==> src/rtl/hvac_sequencer_if.sv <==
// Request/actuator bundle between the thermostat FSM (master) and hvac_sequencer (slave).
interface hvac_sequencer_if;
  logic req_heat;
  logic req_cool;
  logic heater_en;
  logic compressor_en;
  logic fan_en;
  logic busy;
  logic conflict;

  modport master (
    output req_heat, req_cool,
    input  heater_en, compressor_en, fan_en, busy, conflict
  );

  modport slave (
    input  req_heat, req_cool,
    output heater_en, compressor_en, fan_en, busy, conflict
  );
endinterface

==> src/rtl/hvac_sequencer.sv <==
// Turns thermostat heat/cool requests into a fan pre-run / min-on / fan post-run / lockout
// actuator sequence with registered, state-decoded outputs.
//
// state      | meaning
// -----------+----------------------------------------------------------
// S_OFF      | idle, all actuators off, waiting for a clean request
// S_FAN_PRE  | fan alone before heater/compressor start
// S_HEAT_RUN | heater + fan, held at least MIN_ON_CYC cycles
// S_COOL_RUN | compressor + fan, held at least MIN_ON_CYC cycles
// S_FAN_POST | fan alone after heater/compressor stop
// S_LOCKOUT  | everything off, minimum off-time before next start
module hvac_sequencer #(
  parameter int FAN_PRE_CYC  = 2,
  parameter int MIN_ON_CYC   = 8,
  parameter int FAN_POST_CYC = 3,
  parameter int MIN_OFF_CYC  = 6,
  parameter int CNT_W        = 8
) (
  input  logic             clk,
  input  logic             reset,
  hvac_sequencer_if.slave  bus
);

  typedef enum logic [2:0] {
    S_OFF,
    S_FAN_PRE,
    S_HEAT_RUN,
    S_COOL_RUN,
    S_FAN_POST,
    S_LOCKOUT
  } state_t;

  localparam logic MODE_HEAT = 1'b0;
  localparam logic MODE_COOL = 1'b1;

  localparam logic [CNT_W-1:0] PRE_LAST  = CNT_W'(FAN_PRE_CYC - 1);
  localparam logic [CNT_W-1:0] ON_LAST   = CNT_W'(MIN_ON_CYC - 1);
  localparam logic [CNT_W-1:0] POST_LAST = CNT_W'(FAN_POST_CYC - 1);
  localparam logic [CNT_W-1:0] OFF_LAST  = CNT_W'(MIN_OFF_CYC - 1);

  state_t           state_q, state_d;
  logic [CNT_W-1:0] cnt_q, cnt_d;
  logic             mode_q, mode_d;
  logic             heater_en_q, heater_en_d;
  logic             compressor_en_q, compressor_en_d;
  logic             fan_en_q, fan_en_d;
  logic             busy_q, busy_d;
  logic             conflict_q, conflict_d;

  // A simultaneous heat+cool request is treated as no request at all.
  logic rh, rc, mode_req;
  assign rh       = bus.req_heat & ~bus.req_cool;
  assign rc       = bus.req_cool & ~bus.req_heat;
  assign mode_req = (mode_q == MODE_COOL) ? rc : rh;

  always_comb begin
    state_d = state_q;
    mode_d  = mode_q;

    case (state_q)
      S_OFF: begin
        if (rh) begin
          state_d = S_FAN_PRE;
          mode_d  = MODE_HEAT;
        end else if (rc) begin
          state_d = S_FAN_PRE;
          mode_d  = MODE_COOL;
        end
      end
      S_FAN_PRE: begin
        if (!mode_req)
          state_d = S_FAN_POST;
        else if (cnt_q == PRE_LAST)
          state_d = (mode_q == MODE_COOL) ? S_COOL_RUN : S_HEAT_RUN;
      end
      S_HEAT_RUN: if (!rh && cnt_q == ON_LAST) state_d = S_FAN_POST;
      S_COOL_RUN: if (!rc && cnt_q == ON_LAST) state_d = S_FAN_POST;
      S_FAN_POST: if (cnt_q == POST_LAST)      state_d = S_LOCKOUT;
      S_LOCKOUT:  if (cnt_q == OFF_LAST)       state_d = S_OFF;
      default:    state_d = S_LOCKOUT;
    endcase

    // Run states saturate so a long request never wraps the counter.
    if (state_d != state_q)
      cnt_d = '0;
    else if ((state_q == S_HEAT_RUN || state_q == S_COOL_RUN) && cnt_q == ON_LAST)
      cnt_d = cnt_q;
    else
      cnt_d = cnt_q + CNT_W'(1);

    heater_en_d     = (state_d == S_HEAT_RUN);
    compressor_en_d = (state_d == S_COOL_RUN);
    fan_en_d        = (state_d == S_FAN_PRE) || (state_d == S_HEAT_RUN) ||
                      (state_d == S_COOL_RUN) || (state_d == S_FAN_POST);
    busy_d          = (state_d != S_OFF);
    conflict_d      = bus.req_heat & bus.req_cool;
  end

  // Reset lands in LOCKOUT so the compressor gets its full off-time across resets.
  always_ff @(posedge clk or negedge reset) begin
    if (!reset) begin
      state_q         <= S_LOCKOUT;
      cnt_q           <= '0;
      mode_q          <= MODE_HEAT;
      heater_en_q     <= 1'b0;
      compressor_en_q <= 1'b0;
      fan_en_q        <= 1'b0;
      busy_q          <= 1'b1;
      conflict_q      <= 1'b0;
    end else begin
      state_q         <= state_d;
      cnt_q           <= cnt_d;
      mode_q          <= mode_d;
      heater_en_q     <= heater_en_d;
      compressor_en_q <= compressor_en_d;
      fan_en_q        <= fan_en_d;
      busy_q          <= busy_d;
      conflict_q      <= conflict_d;
    end
  end

  assign bus.heater_en     = heater_en_q;
  assign bus.compressor_en = compressor_en_q;
  assign bus.fan_en        = fan_en_q;
  assign bus.busy          = busy_q;
  assign bus.conflict      = conflict_q;

endmodule

==> src/flat_wrapper.sv <==
// flat-port wrapper written by rule: the top's interface ports become plain ports
module hvac_sequencer_flat 
#(
  parameter int FAN_PRE_CYC  = 2,
  parameter int MIN_ON_CYC   = 8,
  parameter int FAN_POST_CYC = 3,
  parameter int MIN_OFF_CYC  = 6,
  parameter int CNT_W        = 8
)
  (clk, reset, bus_req_heat, bus_req_cool, bus_heater_en, bus_compressor_en, bus_fan_en, bus_busy, bus_conflict);
  hvac_sequencer_if bus_i ();
  input  logic clk;
  input  logic reset;
  input wire logic [$bits(bus_i.req_heat)-1:0] bus_req_heat;
  input wire logic [$bits(bus_i.req_cool)-1:0] bus_req_cool;
  output wire logic [$bits(bus_i.heater_en)-1:0] bus_heater_en;
  output wire logic [$bits(bus_i.compressor_en)-1:0] bus_compressor_en;
  output wire logic [$bits(bus_i.fan_en)-1:0] bus_fan_en;
  output wire logic [$bits(bus_i.busy)-1:0] bus_busy;
  output wire logic [$bits(bus_i.conflict)-1:0] bus_conflict;
  assign bus_i.req_heat = bus_req_heat;
  assign bus_i.req_cool = bus_req_cool;
  assign bus_heater_en = bus_i.heater_en;
  assign bus_compressor_en = bus_i.compressor_en;
  assign bus_fan_en = bus_i.fan_en;
  assign bus_busy = bus_i.busy;
  assign bus_conflict = bus_i.conflict;
  hvac_sequencer #(.FAN_PRE_CYC(FAN_PRE_CYC), .MIN_ON_CYC(MIN_ON_CYC), .FAN_POST_CYC(FAN_POST_CYC), .MIN_OFF_CYC(MIN_OFF_CYC), .CNT_W(CNT_W)) u_core (.clk(clk), .reset(reset), .bus(bus_i));
endmodule
==> config.mk <==
export PLATFORM = sky130hd
export DESIGN_NAME = hvac_sequencer_flat
export DESIGN_NICKNAME = d
export VERILOG_FILES = /design/src/rtl/hvac_sequencer_if.sv /design/src/rtl/hvac_sequencer.sv /design/src/flat_wrapper.sv
export SDC_FILE = /design/constraint.sdc
export NUM_CORES = 1
export LEC_CHECK = 0
export ABC_AREA = 0
export CELL_PAD_IN_SITES_DETAIL_PLACEMENT = 1
export CELL_PAD_IN_SITES_GLOBAL_PLACEMENT = 1
export CORE_ASPECT_RATIO = 0.8
export CORE_MARGIN = 3
export CORE_UTILIZATION = 32
export CTS_BUF_LIST = sky130_fd_sc_hd__clkbuf_4 sky130_fd_sc_hd__clkbuf_8
export CTS_CLUSTER_SIZE = 40
export DETAILED_ROUTE_END_ITERATION = 12
export GPL_TIMING_DRIVEN = 0
export PLACE_DENSITY_LB_ADDON = 0.1
export RECOVER_POWER = 25
export SLEW_MARGIN = 20
export SYNTH_ARGS = -nofsm -noshare
export SYNTH_HDL_FRONTEND = slang
export SYNTH_SLANG_ARGS = --single-unit
export TNS_END_PERCENT = 20
==> constraint.sdc <==
create_clock -name clk -period 5.9 [get_ports clk]
set_input_delay 0.59 -clock clk [delete_from_list [all_inputs] [get_ports clk]]
set_output_delay 0.59 -clock clk [all_outputs]
set_load 0.05 [all_outputs]
==> flow_summary.ini, run 1 <==
[place]
hpwlAfterDp_um = 1764
gp_congestion = 0.7544
place_ws_ps = 2826
portBuffers = 8

[final_layout]
area_growth_pct = 17.69
multi_input_area_um2 = 536.8
fillCellCount = 337
num-nets-final = 127
drive_above_1_share_pct = 12.93
seq_area_um2 = 429.2
fin_util_pct = 40.87
antenna_cells = 0

[sta]
tightest_slew_ps = 1068
grt_setup_unrepaired = no
setup_ws_ps = 3066
fin_skew_ps = 4.498
relSlewSlack_pct = 28.17
setup_viol = 0
fmax_mhz = 352.8
hold_violations = 0
fin_crit_sh_pct = 48.04
drv_slew = 0
tns_ps = 0
hold_ws_ps = 545.8
period_minus_slack_ps = 2834

[clock_tree]
root_buffer = clkbuf_8
cts_tree = built
post_cts_resized = 0
htreeDepth = 1
cts.sinks = 17
cts_hold_buf = 0
post_cts_buffers = 0
clk_path_buf_depth = 2
clk_latency_ps = 250
cts_made_buffers = 3
clk_transition_reported_paths_ps = 70

[floorplan]
num_rows = 17
io-pin-count = 9
dieArea_um2 = 3826
initial_utilization_pct = 34.73
dieHeight_um = 55.93
die_w_um = 68.41
coreArea_um2 = 2872

[worst_setup_path]
r2r_end = u_core.cnt_q[4]
cp-startpoint = bus_req_cool
crit_path_max_fanout = 8
crit_arrival_ps = 2940
worst-r2r-setup-slack_ps = 3160
critPathCaptureType = flop
crit_end = u_core.cnt_q[4]
start_kind = primary input
cp_data_required_time_ps = 6010
path_class = primary input to flop
reg2reg_depth = 6
reg2reg_from = u_core.cnt_q[5]

[routing]
vias_per_cell = 5.370
vias = 827
drtIter0Drc = 50
post_drt_wl_per_cell_um = 15.55
ant_nets = 0
drc = 0
wl_um = 2395
first_pass_iters = 4

[status]
status = completed

[grt]
grt_util_met1_pct = 21.15
met2_usage_pct = 21.36
overflow = 0
use_met3_pct = 2.424
antenna_found_initial = 0
grt_pass1_wl_um = 4160
grt_max_degree = 18
grt_pass1_vias = 843
busiest_layer = met2
grt_use_total_pct = 14.68

[synthesis]
synth_edf_count = 0
postSynthAreaPerCell_um2 = 9.589
synth-seq-cells = 17
synth_top_area_share_pct = 35.13
ys_warn_count = 0
synth_commonest_cells = dfrtp_1, nand2_1, nor3_1, ha_1
synth_seq_area_share_pct = 43.04
yosysMostFrequentCell = dfrtp_1
ys_types = 37
synth.largest_area_cell = dfrtp_1
ys.flop_type = dfrtp_1
syn_nets = 114
synth_area_leaders = dfrtp_1, dfstp_2, ha_1
syn-cell-area_um2 = 997.2
async_flop_share_pct = 100.0
postSynthCellCount = 104

[pwr]
peakVddDrop_uv = 120.5
power_per_cell_area_nw_per_um2 = 392.4
cellLeakagePower_uw = 0.0005163

[hold_path]
holdCritPathClass = flop to flop

[flow_run]
cap_violations = 0
==> power breakdown <==
group / switching (uW) / total [uW] / leakage, uW / internal [uW]
Clock: 38.4 / 90.9 / 0.0000262 / 52.5
Combinational: 133 / 209 / 0.000270 / 76.2
Sequential: 15.9 / 161 / 0.000220 / 145
==> cell families (layout without fill, tap and decap cells) <==
group,count (synthesis),count (layout),synth area share (%)
buffers and inverters,8,20,3.136
and+or+nand+nor,49,49,27.73
adders and majority gates,6,6,7.528
xor gates and xnor gates,6,6,5.270
AOI/OAI and AO/OA,16,16,11.29
DFF,17,17,43.04
muxes,2,2,2.008
==> layout by cell type (no fill, tap or decap), types with 2 or more instances in the layout <==
cell	synthesis	final
a21oi_1	5	5
and3_1	3	3
clkbuf_1	3	3
clkbuf_8	0	3
clkdlybuf4s50_1	0	6
dfrtp_1	14	14
dfstp_2	3	3
dlygate4sd3_1	0	2
ha_1	6	6
inv_1	4	4
mux2i_1	2	2
nand2_1	12	12
nand3_1	4	4
nor2_1	5	5
nor2b_1	2	2
nor3_1	8	8
nor4_1	3	3
o21ai_0	3	3
o221ai_1	2	2
xor2_1	5	5
==> state kept, by name, summed over array words and instances (netlist names) <==
register and flops:
u_core.bus.busy 1, u_core.cnt_q 8, u_core.mode_q 1, u_core.bus.heater_en 1
u_core.state_q 3, u_core.bus.conflict 1, u_core.bus.fan_en 1, u_core.bus.compressor_en 1
==> critical path: stages <==
cell and delay (ps):
dlygate4sd3_1 580, inv_1 60, ha_1 240, mux2i_1 250
nor3b_1 100, o21ai_0 140, nand4_2 250, xor2_1 590
nor3_1 130
==> per-layer routing <==
| layer | part of all wire (%) | routed length (um) |
|---|---|---|
| met5 | 0 | 0 |
| met3 | 3.0 | 73 |
| met4 | 1.8 | 43 |
| met1 | 51 | 1212 |
| met2 | 44 | 1065 |
==> final cells by class <==
cell class	count	area share, %
Sequential cell	17	36.57
Inverter	4	1.279
Tap cell	38	4.051
Timing Repair Buffer	8	6.823
Buffer	4	1.386
Multi-Input combinational cell	79	45.74
Clock buffer	4	4.158
==> worst min-delay path by stage <==
stage	start	end	slack, ps	cells past startpoint
final	u_core.mode_q	u_core.mode_q	550	1
after global routing	u_core.mode_q	u_core.mode_q	590	1
after CTS	u_core.mode_q	u_core.mode_q	550	1
after floorplan	reset	u_core.bus.compressor_en	290	0
after global placement	u_core.mode_q	u_core.mode_q	530	1
after detailed placement	u_core.mode_q	u_core.mode_q	540	1
==> per-stage QoR <==
stage | cells | area, um^2 | power, uW
2_1_floorplan | 104 | 997.2 | 313.7
4_1_cts | 154 | 1174 | 466.9
5_1_grt | 154 | 1174 | 500.1
6_report | 154 | 1174 | 460.5
3_5_place_dp | 150 | 1125 | 375.1
3_3_place_gp | 150 | 1125 | 364.3
(Power assumes the default switching activity.)
==> inputs of run 2 (changes only) <==
- clock period: 5.9 -> 2.28 ns (I/O delays scaled with it)
==> flow_summary.ini, run 2 (synthesis results as in run 1) <==
[final_layout]
num-nets-final = 131
largest_register = u_core.cnt_q
final_area_um2 = 1260
final_common_cell = dfrtp_1
top_regs = u_core.cnt_q: 8 flops, u_core.state_q: 3 flops
antenna_cells = 0
largest_register_ffs = 8
layout_common_cells = dfrtp_1, nand2_1, nor3_1
drive_above_1_share_pct = 20.00
area_growth_pct = 26.35

[pwr]
cellLeakagePower_uw = 0.0005435
power_per_cell_area_nw_per_um2 = 1025
peakVddDrop_uv = 355.5

[sta]
fin_skew_ps = 4.975
setup_ws_ps = -48.56
fmax_mhz = 429.4
relSlewSlack_pct = 48.63
fin_crit_sh_pct = 102.1
period_minus_slack_ps = 2329
grt_setup_unrepaired = yes
setup_viol = 1
tightest_slew_ps = 770.5
drv_slew = 0
hold_ws_ps = 484.4
hold_violations = 0

[clock_tree]
htreeDepth = 1
cts.sinks = 17
clk_transition_reported_paths_ps = 70
clk_latency_ps = 250
root_buffer = clkbuf_8
cts_made_buffers = 3
cts_hold_buf = 0
cts_tree = built
clk_path_buf_depth = 2

[worst_setup_path]
crit_path_max_fanout = 5
cp_slowest_stage_delay_ps = 550
start_kind = flop
path_class = flop to flop
cp_cell_sequence = or2_4, or4_4, o311ai_4, nand4_4, or3_4, and2_4
crit_arrival_ps = 2480
cp_data_required_time_ps = 2430
reg2reg_depth = 6
cp-startpoint = u_core.cnt_q[5]
reg2reg_from = u_core.cnt_q[5]
worst-r2r-setup-slack_ps = -50
critPathCaptureType = flop
crit_end = u_core.bus.fan_en
r2r_end = u_core.bus.fan_en
cpMaxStageDelayCell = or4_4

[routing]
first_pass_iters = 4
drc = 0
drtIter0Drc = 44
vias = 857
post_drt_wl_per_cell_um = 15.87
vias_per_cell = 5.424
wl_um = 2507
ant_nets = 0

[floorplan]
dieHeight_um = 55.93
coreArea_um2 = 2872
dieArea_um2 = 3826
initial_utilization_pct = 34.73
io-pin-count = 9
die_w_um = 68.41
num_rows = 17

[status]
status = complete, but fails checks
failed_checks = negative setup slack

[grt]
overflow = 0
grt_pass1_wl_um = 4264
grt_pass1_vias = 873
antenna_found_initial = 0
grt_use_total_pct = 15.23
grt_max_degree = 18

[flow_run]
cap_violations = 0

[hold_path]
holdCritPathClass = primary input to async pin

[place]
place_area_um2 = 1125
hpwlAfterDp_um = 1764
gp_congestion = 0.7544
portBuffers = 8
[run 2: stage by stage]
stage / setup TNS (ps) / util (%) / power (uW) / cells / worst slack (ps)
after global routing: -1309 / 43.88 / 1401 / 158 / -209.1
after detailed placement: -3657 / 39.17 / 970.7 / 150 / -432.4
after global placement: -3339 / 39.17 / 942.8 / 150 / -396.2
after floorplan: 0 / - / 811.7 / 104 / 111.1
after CTS: -258.9 / 42.27 / 1273 / 155 / -39.19
final: -48.56 / 43.88 / 1291 / 158 / -48.56
[run 2: worst min path at each step]
stage	from	end	slack, ps	cells past startpoint
floorplan	reset	u_core.bus.compressor_en	-70	0
global placement	u_core.mode_q	u_core.mode_q	530	1
detailed placement	u_core.mode_q	u_core.mode_q	540	1
CTS	reset	u_core.bus.fan_en	450	1
global route	reset	u_core.mode_q	560	1
finish	reset	u_core.bus.fan_en	480	1
[run 2: routing by layer]
metal  vias to the layer above  GRT usage, %  wire length (um)
met1                       427         21.23              1196
met5                         -             0                 0
met2                        20         22.31              1180
met4                         0         6.232                45
li1                        405             -                 -
met3                         5         3.434                85
[run 2: layout make-up]
| cell class | count | area, um^2 |
|---|---|---|
| Inverter | 4 | 15.01 |
| Clock buffer | 4 | 48.80 |
| Tap cell | 38 | 47.55 |
| Sequential cell | 17 | 429.2 |
| Buffer | 4 | 16.27 |
| Timing Repair Buffer | 12 | 110.1 |
| Multi-Input combinational cell | 79 | 593.1 |
| Fill cell | 328 | 1612 |
[run 2: critical path, delay by kind of cell, from the launching register on]
family / cells / cell delay [ps]
and+or+nand+nor: 5 / 1560
AOI/OAI and AO/OA: 1 / 280
DFF: 1 / 390
[run 2: report_power, final]
group	leakage (uW)	switching (uW)	internal, uW
Combinational	0.000298	393	246
Sequential	0.000220	41.7	375
Clock	0.0000262	99.4	136
[run 2: repair_timing]
action | in CTS | in global routing
cloned | 0 | 0
pin swaps | 1 | 5
resized for setup | 5 | 4
setup buffers | 1 | 3
setup endpoints to repair | 11 | 9
==> inputs of run 3 (changes only) <==
- CORE_UTILIZATION: 32 -> 36
- GPL_TIMING_DRIVEN: 0 -> default
- PLACE_DENSITY: default -> 0.69
- PLACE_DENSITY_LB_ADDON: 0.1 -> default
==> flow_summary.ini, run 3 (synthesis results as in run 1) <==
[status]
status = completed

[final_layout]
top_regs = u_core.cnt_q: 8 flops, u_core.state_q: 3 flops
area_growth_pct = 31.74
num-nets-final = 142
antenna_cells = 0
fillCellCount = 305
largest_register_ffs = 8
final_common_cell = buf_4
layout_common_cells = buf_4, dfrtp_1, nand2_1
largest_register = u_core.cnt_q
drive_above_1_share_pct = 25.95

[routing]
first_pass_iters = 4
ant_nets = 0
wl_um = 2705
post_drt_wl_per_cell_um = 16.20
drtIter0Drc = 10
vias_per_cell = 5.539
vias = 925
drc = 0

[sta]
fmax_mhz = 440.9
grt_setup_unrepaired = yes
fin_skew_ps = 7.522
setup_viol = 0
tns_ps = 0
drv_slew = 0
tightest_slew_ps = 796.6
hold_ws_ps = 434.9
hold_violations = 0
relSlewSlack_pct = 46.72
period_minus_slack_ps = 2268
fin_crit_sh_pct = 99.48

[clock_tree]
htreeDepth = 1
cts.sinks = 17
root_buffer = clkbuf_4
clk_transition_reported_paths_ps = 110
cts_tree = built
cts_made_buffers = 3
clk_latency_ps = 310
clk_path_buf_depth = 2
cts_hold_buf = 0

[floorplan]
initial_utilization_pct = 39.22
coreArea_um2 = 2542
io-pin-count = 9
dieHeight_um = 53.08
dieArea_um2 = 3442
num_rows = 16
die_w_um = 64.85

[grt]
antenna_found_initial = 0
grt_use_total_pct = 16.91
grt_max_degree = 18
overflow = 0
grt_pass1_vias = 908
grt_pass1_wl_um = 4271

[hold_path]
holdCritPathClass = primary input to async pin

[worst_setup_path]
path_class = flop to flop
crit_path_max_fanout = 4
start_kind = flop
crit_arrival_ps = 2480
cp_data_required_time_ps = 2490
critPathCaptureType = flop

[flow_run]
cap_violations = 0

[place]
hpwlAfterDp_um = 2003
portBuffers = 8
gp_congestion = 0.8161

[pwr]
power_per_cell_area_nw_per_um2 = 959.9
cellLeakagePower_uw = 0.0006015
peakVddDrop_uv = 376.6
[run 3: routing by layer]
metal / vias up / share of wire, % / global-route usage, %
li1: 429 / - / -
met1: 470 / 48 / 21.46
met2: 20 / 47 / 26.83
met3: 6 / 3.4 / 4.883
met4: 0 / 1.9 / 7.368
met5: - / 0 / 0
[run 3: layout make-up]
cell class / count / area (um^2) / area share, %
clock buffers: 3 / 22.52 / 1.714
inverters: 4 / 15.01 / 1.143
well taps: 36 / 45.04 / 3.429
multi-input cells: 79 / 574.3 / 43.71
flip-flops and latches: 17 / 429.2 / 32.67
repair buffers: 27 / 222.7 / 16.95
clock inverters: 1 / 5.005 / 0.3810
[run 3: path summary, 6_finish.rpt]
check | startpoint | to | slack (ps) | cells after the start
setup / recovery | u_core.cnt_q[5] | u_core.bus.fan_en | 10 | 6
hold / removal | reset | u_core.bus.conflict | 430 | 1
setup reg to reg | u_core.cnt_q[5] | u_core.bus.fan_en | 10 | 6
hold reg to reg | u_core.mode_q | u_core.mode_q | 590 | 1
max in group asynchronous | reset | u_core.cnt_q[5] | 1350 | 1
min in group clk | u_core.mode_q | u_core.mode_q | 590 | 1
[run 3: critical path: stages, from the launching register on]
cell and delay (ps):
dfrtp_1 390, or2_1 240, or4_4 470, o221ai_1 310, nand4_4 200, or3_4 430
and2_4 140
[run 3: metrics by stage]
stage                     util [%]  power (uW)  setup slack, ps  cell area (um^2)  instances
after CTS                    50.49        1206            2.483              1284        167
final                        51.67        1261            11.95              1314        167
after floorplan                  -       811.7            111.1             997.2        104
after global placement       49.11       992.4           -154.5              1249        163
after detailed placement     49.11        1015           -263.9              1249        163
after global routing         51.67        1341           -77.45              1314        167
[run 3: what timing repair did]
action                                  CTS  global route
endpoints found under the hold margin     0             0
setup buffers                             0             0
pin swaps                                 0             1
endpoints found under the setup margin    8             9
resized for setup                         1             5
[run 3: where the power goes]
| part | internal, uW | switching, uW | leakage, uW |
|---|---|---|---|
| logic | 276 | 360 | 0.000364 |
| registers | 375 | 74.6 | 0.000220 |
| clock network | 65.6 | 110 | 0.0000177 |
